`src/rtl/rpsc_power_sequencer.sv`:
```
// RF power-supply sequencer: G1 then anode start-up, orderly shutdown and latched faults.
// Optional macro RPSC_SEQ_AUTORETRY_EN: FAULT returns to IDLE by itself after 512 ticks.
module rpsc_power_sequencer #(
  parameter int G1_TIMEOUT = 128,
  parameter int AN_TIMEOUT = 256,
  parameter int OFF_DELAY  = 64
) (
  input  logic       clk,
  input  logic       reset,
  input  logic       start,
  input  logic       stop,
  input  logic       fault_clr,
  input  logic       g1_on_perm,
  input  logic       g1_ok,
  input  logic       an_on_perm,
  input  logic       an_ok,
  output logic       g1_ps_act,
  output logic       an_ps_act,
  output logic       running,
  output logic       fault,
  output logic [2:0] fault_code,
  output logic [2:0] state
);

  typedef enum logic [2:0] {
    S_IDLE     = 3'd0,
    S_G1_START = 3'd1,
    S_AN_START = 3'd2,
    S_RUN      = 3'd3,
    S_SHUTDOWN = 3'd4,
    S_FAULT    = 3'd5
  } state_t;

  localparam int T_MAX_A = (G1_TIMEOUT > AN_TIMEOUT) ? G1_TIMEOUT : AN_TIMEOUT;
  localparam int T_MAX_B = (T_MAX_A > OFF_DELAY) ? T_MAX_A : OFF_DELAY;
`ifdef RPSC_SEQ_AUTORETRY_EN
  localparam int RETRY_TICKS = 512;
  localparam int T_MAX = (T_MAX_B > RETRY_TICKS) ? T_MAX_B : RETRY_TICKS;
`else
  localparam int T_MAX = T_MAX_B;
`endif
  localparam int TW = $clog2(T_MAX + 1);

  localparam logic [TW-1:0] G1_LAST  = TW'(G1_TIMEOUT - 1);
  localparam logic [TW-1:0] AN_LAST  = TW'(AN_TIMEOUT - 1);
  localparam logic [TW-1:0] OFF_LAST = TW'(OFF_DELAY - 1);
  localparam logic [TW-1:0] T_SAT    = TW'(T_MAX);
`ifdef RPSC_SEQ_AUTORETRY_EN
  localparam logic [TW-1:0] RETRY_LAST = TW'(RETRY_TICKS - 1);
`endif

  state_t          r_state;
  state_t          w_next;
  logic [TW-1:0]   r_timer;
  logic [2:0]      w_code;
  logic            r_g1_ps_act;
  logic            r_an_ps_act;
  logic            r_running;
  logic            r_fault;
  logic [2:0]      r_fault_code;
  logic            w_perms;

  assign w_perms = g1_on_perm && an_on_perm;

  always_comb begin
    w_next = r_state;
    w_code = 3'd0;
    case (r_state)
      S_IDLE: begin
        if (start && w_perms && !stop) w_next = S_G1_START;
      end
      S_G1_START, S_AN_START, S_RUN, S_SHUTDOWN: begin
        // Fault causes in priority order; the timeouts rank last.
        if (!g1_on_perm)                                              w_code = 3'd3;
        else if (!an_on_perm)                                         w_code = 3'd4;
        else if ((r_state == S_AN_START || r_state == S_RUN) && !g1_ok) w_code = 3'd5;
        else if (r_state == S_RUN && !an_ok)                          w_code = 3'd6;
        else if (r_state == S_G1_START && r_timer == G1_LAST && !g1_ok) w_code = 3'd1;
        else if (r_state == S_AN_START && r_timer == AN_LAST && !an_ok) w_code = 3'd2;

        if (w_code != 3'd0) begin
          w_next = S_FAULT;
        end else if (stop && r_state != S_SHUTDOWN) begin
          w_next = S_SHUTDOWN;
        end else begin
          case (r_state)
            S_G1_START: if (g1_ok) w_next = S_AN_START;
            S_AN_START: if (an_ok) w_next = S_RUN;
            S_SHUTDOWN: if (r_timer == OFF_LAST) w_next = S_IDLE;
            default:    w_next = r_state;
          endcase
        end
      end
      S_FAULT: begin
`ifdef RPSC_SEQ_AUTORETRY_EN
        if (w_perms && (fault_clr || r_timer >= RETRY_LAST)) w_next = S_IDLE;
`else
        if (fault_clr && w_perms) w_next = S_IDLE;
`endif
      end
      default: w_next = S_IDLE;
    endcase
  end

  // Outputs are registered from the next state so they move on the same edge as the FSM.
  always_ff @(posedge clk or posedge reset) begin
    if (reset) begin
      r_state      <= S_IDLE;
      r_timer      <= '0;
      r_g1_ps_act  <= 1'b0;
      r_an_ps_act  <= 1'b0;
      r_running    <= 1'b0;
      r_fault      <= 1'b0;
      r_fault_code <= 3'd0;
    end else begin
      r_state <= w_next;
      if (w_next != r_state)    r_timer <= '0;
      else if (r_timer != T_SAT) r_timer <= r_timer + 1'b1;
      r_g1_ps_act <= (w_next inside {S_G1_START, S_AN_START, S_RUN, S_SHUTDOWN});
      r_an_ps_act <= (w_next inside {S_AN_START, S_RUN});
      r_running   <= (w_next == S_RUN);
      r_fault     <= (w_next == S_FAULT);
      if (w_next != S_FAULT)      r_fault_code <= 3'd0;
      else if (r_state != S_FAULT) r_fault_code <= w_code;
    end
  end

  assign g1_ps_act  = r_g1_ps_act;
  assign an_ps_act  = r_an_ps_act;
  assign running    = r_running;
  assign fault      = r_fault;
  assign fault_code = r_fault_code;
  assign state      = r_state;

endmodule

```
`config.mk`:
```
export PLATFORM = sky130hd
export DESIGN_NAME = rpsc_power_sequencer
export DESIGN_NICKNAME = d
export VERILOG_FILES = /design/src/rtl/rpsc_power_sequencer.sv
export SDC_FILE = /design/constraint.sdc
export NUM_CORES = 1
export LEC_CHECK = 0
export CAP_MARGIN = 0
export CORE_MARGIN = 2
export CORE_UTILIZATION = 53
export DETAILED_ROUTE_END_ITERATION = 8
export PLACE_DENSITY = 0.75
export SKIP_CTS_REPAIR_TIMING = 1
export SYNTH_ARGS = -nofsm -noshare
export SYNTH_HDL_FRONTEND = slang
export SYNTH_SLANG_ARGS = --single-unit
```
`constraint.sdc`:
```
create_clock -name clk -period 3.1 [get_ports clk]
set_input_delay 0.31 -clock clk [delete_from_list [all_inputs] [get_ports clk]]
set_output_delay 0.31 -clock clk [all_outputs]
set_load 0.005 [all_outputs]
```
==> flow_metrics.tcl, run 1 <==
set metrics [dict create \
    status "completed" \
    dieArea_sq_um 2830 \
    die_h_um 53.2 \
    hold_path.class "input pin to asynchronous set/reset pin" \
    cts_htree_levels 1 \
    leakagePower_nw 0.638 \
    grt_first_pass_wirelength_um 4540 \
    io_buffers 18 \
    syn_avg_cell_area_sq_um 9.65 \
    clkPwrFrac_pct 11.3 \
    initial_utilization_pct 56.9 \
    grt_pass1_vias 1060 \
    drc 0 \
    clkTransAtPathRegs_ns 0.11 \
    slew_headroom_pct 53.2 \
    std_cell_rows 17 \
    numClockSinks 19 \
    fin_area_sq_um 1490 \
    diodes 0 \
    grt_setup_unrepaired "no" \
    place_congestion 0.884 \
    cts_tree "done" \
    final-seq-area_sq_um 475 \
    via_per_inst 6.01 \
    nets 164 \
    io_pins 19 \
    overflow 0 \
    synth_seq_area_share_pct 37.0 \
    multiInputGateArea_sq_um 734 \
    final_common_cell "dfrtp_1" \
    powerDensity_nw_per_um2 732 \
    antenna_found_initial 0 \
    cp.required_ns 3.31 \
    cp_common_cell "ha_1" \
    switching_share_pct 43.6 \
    critPathMaxStageDelay_ns 0.46 \
    area_growth_pct 16.3 \
    clkLatencyLatePin_ns 0.29 \
    track_usage_pct 22.1 \
    drt_iter0_drc 29 \
    clock-root-buffer "clkbuf_4" \
    hold_viol 0 \
    seq_power_share_pct 35.5 \
    dr_total_vias 1076 \
    fin_tns_setup_ns 0 \
    core_area_sq_um 2250 \
    drtPass1Iterations 4 \
    drive_gt1_share_pct 15.9 \
    power_switching_mw 0.476 \
    cap_violations 0 \
    p_int_mw 0.616 \
    timing.rr.start "r_timer[0]" \
    worst_pin_slew_ns 0.702 \
    fin_crit_sh_pct 83.7 \
    synth-seq-cells 19 \
    grt_max_degree 20 \
    placed_area_sq_um 1470 \
    syn_inst 133 \
    cts_buffers 3 \
    ir_worst_vdd_mv 0.404 \
    chipWidth_um 53.2 \
    synth_cell_types 43 \
    path_cells "ha_1 > nand2_1 > nor2_1 > ha_1 > o21ai_1 > o41ai_4 > nor3_2 > nand2_2 > inv_2 > xnor2_4 > o311ai_4 > a211oi_2" \
    crit_fanout 9 \
    arrival_ns 2.80 \
    timing.reg2reg.setup_slack_ns 0.51 \
    fill_cells 198 \
    dp_hpwl_um 2000 \
    ys_warn_count 0 \
    post-route-min-period_ns 2.59 \
    setup_viol 0 \
    synth_nets 145 \
    finClkSkew_ns 0.00832 \
    clock_path_buffers 2 \
    max_freq_ghz 0.386 \
    wire_per_inst_um 15.0 \
    startpoint_type "register" \
    ant_nets 0 \
    setup.worst_path.end_class "register" \
    slew_violations 0 \
    combinationalPowerShare_pct 53.2 \
    final_cell_mix "dfrtp_1, clkdlybuf4s50_1, nand2_1" \
    cp_slowest_cell "dfrtp_1" \
    netlist_area_sq_um 1280 \
    cp-startpoint "r_timer[0]" \
    drt_wl_total_um 2680 \
    critPathKind "register to register" \
]
-- critical path: cells and delay by family, from the launching register on --
family	cells	cell delay [ns]
adder cells (fa/ha/maj)	2	0.45
AO/OA/AOI/OAI	4	0.76
XOR/XNOR	1	0.12
AND/OR/NAND/NOR	4	0.61
buffers and inverters	1	0.13
flip-flops	1	0.46
-- worst paths after layout --
kind,depth (start not counted),to
max in group asynchronous,2,r_timer[2]
setup reg to reg,12,r_timer[8]
hold / removal,2,an_ps_act
hold reg to reg,2,r_timer[5]
setup / recovery,12,r_timer[8]
min in group clk,2,r_timer[5]
-- layout make-up --
cell class,count,share of cell area [%]
repair buffers,18,12.1
well taps,28,2.35
inverters,11,2.77
clock buffers,4,1.76
multi-input cells,99,49.2
flip-flops and latches,19,31.9
-- synth_stat cells, drive strengths merged --
master | number | area, sq um
dfrtp | 19 | 475
nand2 | 12 | 47.6
inv | 11 | 41.3
nor3 | 11 | 65.1
o21ai | 9 | 45.0
nor2 | 8 | 30.0
nand3 | 7 | 35.0
a21oi | 5 | 25.0
xor2 | 5 | 43.8
buf | 4 | 32.5
nand4 | 4 | 31.3
a211oi | 3 | 37.5
and2 | 3 | 18.8
ha | 3 | 37.5
nand2b | 3 | 26.3
nor4 | 3 | 25.0
xnor2 | 3 | 45.1
a41o | 2 | 20.0
and3 | 2 | 12.5
nor2b | 2 | 12.5
a211o | 1 | 10.0
a21boi | 1 | 7.51
a21o | 1 | 7.51
a22o | 1 | 8.76
a22oi | 1 | 7.51
a31oi | 1 | 21.3
a41oi | 1 | 8.76
and2b | 1 | 7.51
and3b | 1 | 8.76
and4 | 1 | 11.3
mux2 | 1 | 11.3
o22ai | 1 | 12.5
o311ai | 1 | 26.3
o41ai | 1 | 27.5
-- power by group through the flow --
stage,clock [mW],sequential (mW),combinational (mW)
final,0.124,0.387,0.581
after global placement,0,0.386,0.572
after CTS,0.129,0.384,0.583
after floorplan,0,0.353,0.448
after global routing,0.140,0.397,0.640
after detailed placement,0,0.390,0.579
-- sequential cells by signal (all words and copies together) (netlist names) --
signal,flops
an_ps_act,1
fault,1
fault_code,3
g1_ps_act,1
r_timer,9
running,1
state,3
-- layer usage --
layer	share of wire, %	global-route usage [%]
met4	2.9	9.83
met2	46	36.0
met1	47	28.6
met3	4.1	3.39
met5	0	0
-- cells by family after synthesis --
group	Yosys count	synth area share [%]
compound gates	29	20.7
xor+xnor	8	6.92
mux	1	0.877
flops	19	37.0
fa+ha+maj	3	2.92
simple gates	58	25.8
buf+inv	15	5.75
-- metrics by stage --
stage | cells | hold slack [ns] | utilization (%) | total power, mW | setup WS [ns]
3_5_place_dp | 175 | 0.618 | 65.0 | 0.969 | 0.524
6_report | 179 | 0.412 | 66.2 | 1.09 | 0.506
5_1_grt | 179 | 0.487 | 66.2 | 1.18 | 0.291
2_1_floorplan | 133 | 0.261 | - | 0.801 | 0.824
4_1_cts | 179 | 0.448 | 66.2 | 1.10 | 0.492
3_3_place_gp | 175 | 0.613 | 65.0 | 0.959 | 0.612
(Power assumes the default switching activity.)
==> inputs of run 2 (changes only) <==
==> constraint.sdc (replaced) <==
create_clock -name clk -period 2.4 [get_ports clk]
set_input_delay 0.24 -clock clk [delete_from_list [all_inputs] [get_ports clk]]
set_output_delay 0.24 -clock clk [all_outputs]
set_load 0.005 [all_outputs]
==> run 2 against run 1 <==
Routed wire length up 33%. Global-route usage is 6.1 points higher. Power grew 54%. Die area is the same. Combinational power rose by 84%. Core utilization rose by 11 points. Non-clock buffer count up 25. Critical endpoint is now r_timer[3]. Critical path type unchanged.
==> flow_metrics.tcl, run 2 (synthesized netlist as in run 1, its figures left out) <==
set metrics [dict create \
    area_growth_pct 36.2 \
    powerDensity_nw_per_um2 961 \
    final-seq-area_sq_um 475 \
    cts_tree "done" \
    nets 189 \
    grt_setup_unrepaired "yes" \
    ant_nets 0 \
    drt_iter0_drc 42 \
    critPathKind "register to register" \
    drive_gt1_share_pct 35.2 \
    std_cell_rows 17 \
    initial_utilization_pct 56.9 \
    crit_fanout 9 \
    grt_first_pass_wirelength_um 5620 \
    dp_hpwl_um 2670 \
    max_freq_ghz 0.417 \
    die_h_um 53.2 \
    setup.worst_path.end_class "register" \
    slew_violations 0 \
    clkTransAtPathRegs_ns 0.12 \
    wire_per_inst_um 17.5 \
    layout_setup_ws_ns 0.00334 \
    io_pins 19 \
    regMostFlops "r_timer" \
    drtPass1Iterations 4 \
    cts_buffers 3 \
    core_area_sq_um 2250 \
    dr_total_vias 1239 \
    cts_htree_levels 1 \
    total_power_mw 1.68 \
    track_usage_pct 28.1 \
    leakagePower_nw 0.795 \
    diodes 0 \
    fin_crit_sh_pct 99.9 \
    grt_pass1_vias 1208 \
    fill_cells 171 \
    final_common_cell "buf_4" \
    status "completed" \
    multiInputGateArea_sq_um 786 \
    largest_reg_flops 9 \
    clock-root-buffer "clkbuf_4" \
    hold_path.class "input pin to asynchronous set/reset pin" \
    ir_worst_vdd_mv 1.02 \
    overflow 0 \
    io_buffers 18 \
    worst_pin_slew_ns 0.721 \
    finClkSkew_ns 0.00841 \
    final_cell_mix "buf_4, dfrtp_1, clkdlybuf4s50_1" \
    fin_tns_setup_ns 0 \
    slew_headroom_pct 51.9 \
    grt_max_degree 20 \
    drt_wl_total_um 3580 \
    hold_viol 0 \
    setup_viol 0 \
    chipWidth_um 53.2 \
    whs_ns 0.334 \
    clock_path_buffers 2 \
    antenna_found_initial 0 \
    cp.required_ns 2.62 \
    cap_violations 0 \
    post-place-ws_ns -0.0698 \
    clkLatencyLatePin_ns 0.31 \
    final_util_pct 77.5 \
    drc 0 \
    startpoint_type "register" \
    post-route-min-period_ns 2.40 \
    numClockSinks 19 \
    dieArea_sq_um 2830 \
    place_congestion 0.896 \
    arrival_ns 2.61 \
    via_per_inst 6.07 \
]
==> run 2: path summary, 6_finish.rpt <==
check	startpoint	endpoint	slack, ns	cells past startpoint
worst max-delay path	r_timer[0]	r_timer[3]	0.003	13
worst min-delay path	reset	g1_ps_act	0.33	2
worst max register to register	r_timer[0]	r_timer[3]	0.003	13
worst min register to register	fault_code[2]	fault_code[2]	0.68	4
max in group asynchronous	reset	r_timer[0]	1.61	2
min in group clk	fault_code[2]	fault_code[2]	0.68	4
==> run 2: per-layer routing <==
layer / up-vias / global-route usage, % / share of wire (%)
li1: 570 / - / -
met1: 580 / 38.4 / 43
met2: 73 / 45.3 / 47
met3: 16 / 4.52 / 7.7
met4: 0 / 8.97 / 2.4
met5: - / 0 / 0
==> run 2: final cells by class <==
type	instances	area share, %
tap	28	2.00
multi-input combinational	99	45.0
clock buffer	3	1.29
clock inverter	1	0.286
sequential	19	27.2
inverter	11	2.51
timing repair buffer	43	21.8
==> run 2: power breakdown <==
group	internal [mW]	switching (mW)	total, mW	leakage, nW
clock network	0.0622	0.108	0.170	0.0177
logic	0.497	0.578	1.07	0.525
registers	0.392	0.0421	0.434	0.252
total	0.951	0.728	1.68	0.795
==> run 2: critical path: stages, from the launching register on <==
cell	delay [ns]
dfrtp_1	0.41
ha_2	0.21
nand2_4	0.06
nor2_2	0.04
ha_2	0.16
o21ai_2	0.17
o41ai_4	0.10
nor3_2	0.29
nand2_2	0.12
inv_4	0.10
xnor2_4	0.13
o311ai_4	0.14
buf_12	0.17
nor3_2	0.20
==> run 2: stage by stage <==
step	cells	cell area [sq um]
after floorplan	133	1280
after global placement	198	1640
after global routing	204	1750
final	204	1750
after detailed placement	198	1640
after CTS	202	1670
==> inputs of run 3 (changes only) <==
--- a/config.mk
+++ b/config.mk
@@ -9,7 +9,7 @@
 export CORE_MARGIN = 2
 export CORE_UTILIZATION = 53
 export DETAILED_ROUTE_END_ITERATION = 8
-export PLACE_DENSITY = 0.75
+export PLACE_DENSITY = 0.88
 export SKIP_CTS_REPAIR_TIMING = 1
 export SYNTH_ARGS = -nofsm -noshare
 export SYNTH_HDL_FRONTEND = slang
==> run 3 against run 2 <==
The flow now finishes with violations (negative setup slack). Sequential cell count stayed put. Die area unchanged. Clock power down 4%. Critical endpoint is now r_timer[1]. Global-route usage down 2.7 points. Worst setup slack worse by 0.14 ns. Worst hold slack improved by 0.022 ns.
==> flow_metrics.tcl, run 3 (synthesized netlist as in run 1, its figures left out) <==
set metrics [dict create \
    status "finished with violations" \
    failed_checks "negative setup slack" \
    io_buffers 18 \
    chipWidth_um 53.2 \
    critPathKind "register to register" \
    die_h_um 53.2 \
    setup.worst_path.end_class "register" \
    path_cells "and4_4 > nand2_4 > nor2_2 > ha_2 > o21ai_2 > o41ai_4 > buf_4 > nor3_4 > nand2_2 > inv_4 > xnor2_4 > o311ai_4 > buf_4 > nor3_1" \
    path_buf_inv 3 \
    slew_violations 0 \
    drt_wl_total_um 3880 \
    initial_utilization_pct 56.9 \
    hold_viol 0 \
    whs_ns 0.356 \
    regMostFlops "r_timer" \
    layout_setup_ws_ns -0.134 \
    cts_tree "done" \
    max_freq_ghz 0.395 \
    cts_buffers 3 \
    place_congestion 1.00 \
    cts_htree_levels 1 \
    leakagePower_nw 0.796 \
    drt_iter0_drc 111 \
    crit_family "simple AND/OR/NAND/NOR gates" \
    placed_area_sq_um 1570 \
    cp_common_cell "buf_4" \
    hold_path.class "input pin to asynchronous set/reset pin" \
    fin_crit_sh_pct 106 \
    fin_tns_setup_ns -1.01 \
    via_per_inst 6.47 \
    wire_per_inst_um 19.0 \
    nets 189 \
    clkTransAtPathRegs_ns 0.11 \
    ir_worst_vdd_mv 0.796 \
    overflow 0 \
    antenna_found_initial 0 \
    slew_headroom_pct 50.8 \
    clock_path_buffers 2 \
    setup_viol 9 \
    post-route-min-period_ns 2.53 \
    crit_fanout 4 \
    std_cell_rows 17 \
    clkLatencyLatePin_ns 0.30 \
    drc 0 \
    clock-root-buffer "clkbuf_4" \
    drive_gt1_share_pct 34.7 \
    cp_slowest_cell "dfrtp_1" \
    track_usage_pct 25.5 \
    diodes 0 \
    fill_cells 134 \
    dp_hpwl_um 2440 \
    final_common_cell "buf_4" \
    numClockSinks 19 \
    startpoint_type "register" \
    grt_pass1_vias 1144 \
    powerDensity_nw_per_um2 971 \
    arrival_ns 2.75 \
    finClkSkew_ns 0.00305 \
    dr_total_vias 1319 \
    grt_first_pass_wirelength_um 5180 \
    final_cell_mix "buf_4, dfrtp_1, clkdlybuf4s50_1" \
    fin_area_sq_um 1770 \
    post-place-ws_ns -0.0279 \
    largest_reg_flops 9 \
    total_power_mw 1.71 \
    io_pins 19 \
    drtPass1Iterations 4 \
    grt_max_degree 20 \
    cap_violations 0 \
    area_growth_pct 37.5 \
    grt_setup_unrepaired "yes" \
    ant_nets 0 \
    worst_pin_slew_ns 0.737 \
    critPathMaxStageDelay_ns 0.40 \
    core_area_sq_um 2250 \
    cp.required_ns 2.62 \
    dieArea_sq_um 2830 \
]
run 3: cell type report:
| type | count | area [sq um] | share of cell area [%] |
|---|---|---|---|
| multi-input cells | 99 | 812 | 46.0 |
| flip-flops and latches | 19 | 475 | 26.9 |
| repair buffers | 43 | 372 | 21.0 |
| inverters | 11 | 43.8 | 2.48 |
| well taps | 28 | 35.0 | 1.98 |
| clock buffers | 3 | 22.5 | 1.28 |
| clock inverters | 1 | 5.00 | 0.283 |
run 3: metal layers:
| metal | GRT usage, % | wire length (um) | part of all wire [%] | up-vias |
|---|---|---|---|---|
| met4 | 9.83 | 158 | 4.1 | 0 |
| met3 | 3.95 | 354 | 9.1 | 27 |
| li1 | - | - | - | 565 |
| met5 | 0 | 0 | 0 | - |
| met2 | 39.5 | 1840 | 47 | 93 |
| met1 | 35.5 | 1530 | 39 | 634 |
run 3: path summary, 6_finish.rpt:
check / cells past startpoint / to / from / slack [ns]
hold / removal: 2 / state[2] / reset / 0.36
min in group clk: 4 / fault_code[2] / fault_code[2] / 0.69
setup / recovery: 14 / r_timer[1] / r_timer[5] / -0.13
setup reg to reg: 14 / r_timer[1] / r_timer[5] / -0.13
hold reg to reg: 4 / fault_code[2] / fault_code[2] / 0.69
max in group asynchronous: 2 / fault_code[2] / reset / 1.58
run 3: metrics by stage:
stage / utilization, % / std cells
after global routing: 78.3 / 204
final: 78.3 / 204
after global placement: 69.7 / 189
after CTS: 70.9 / 193
after floorplan: - / 133
after detailed placement: 69.7 / 189
run 3: power by group:
group / internal (mW) / switching (mW) / leakage (nW) / total [mW]
clock network: 0.0623 / 0.102 / 0.0177 / 0.164
registers: 0.392 / 0.0521 / 0.252 / 0.444
logic: 0.502 / 0.604 / 0.526 / 1.11
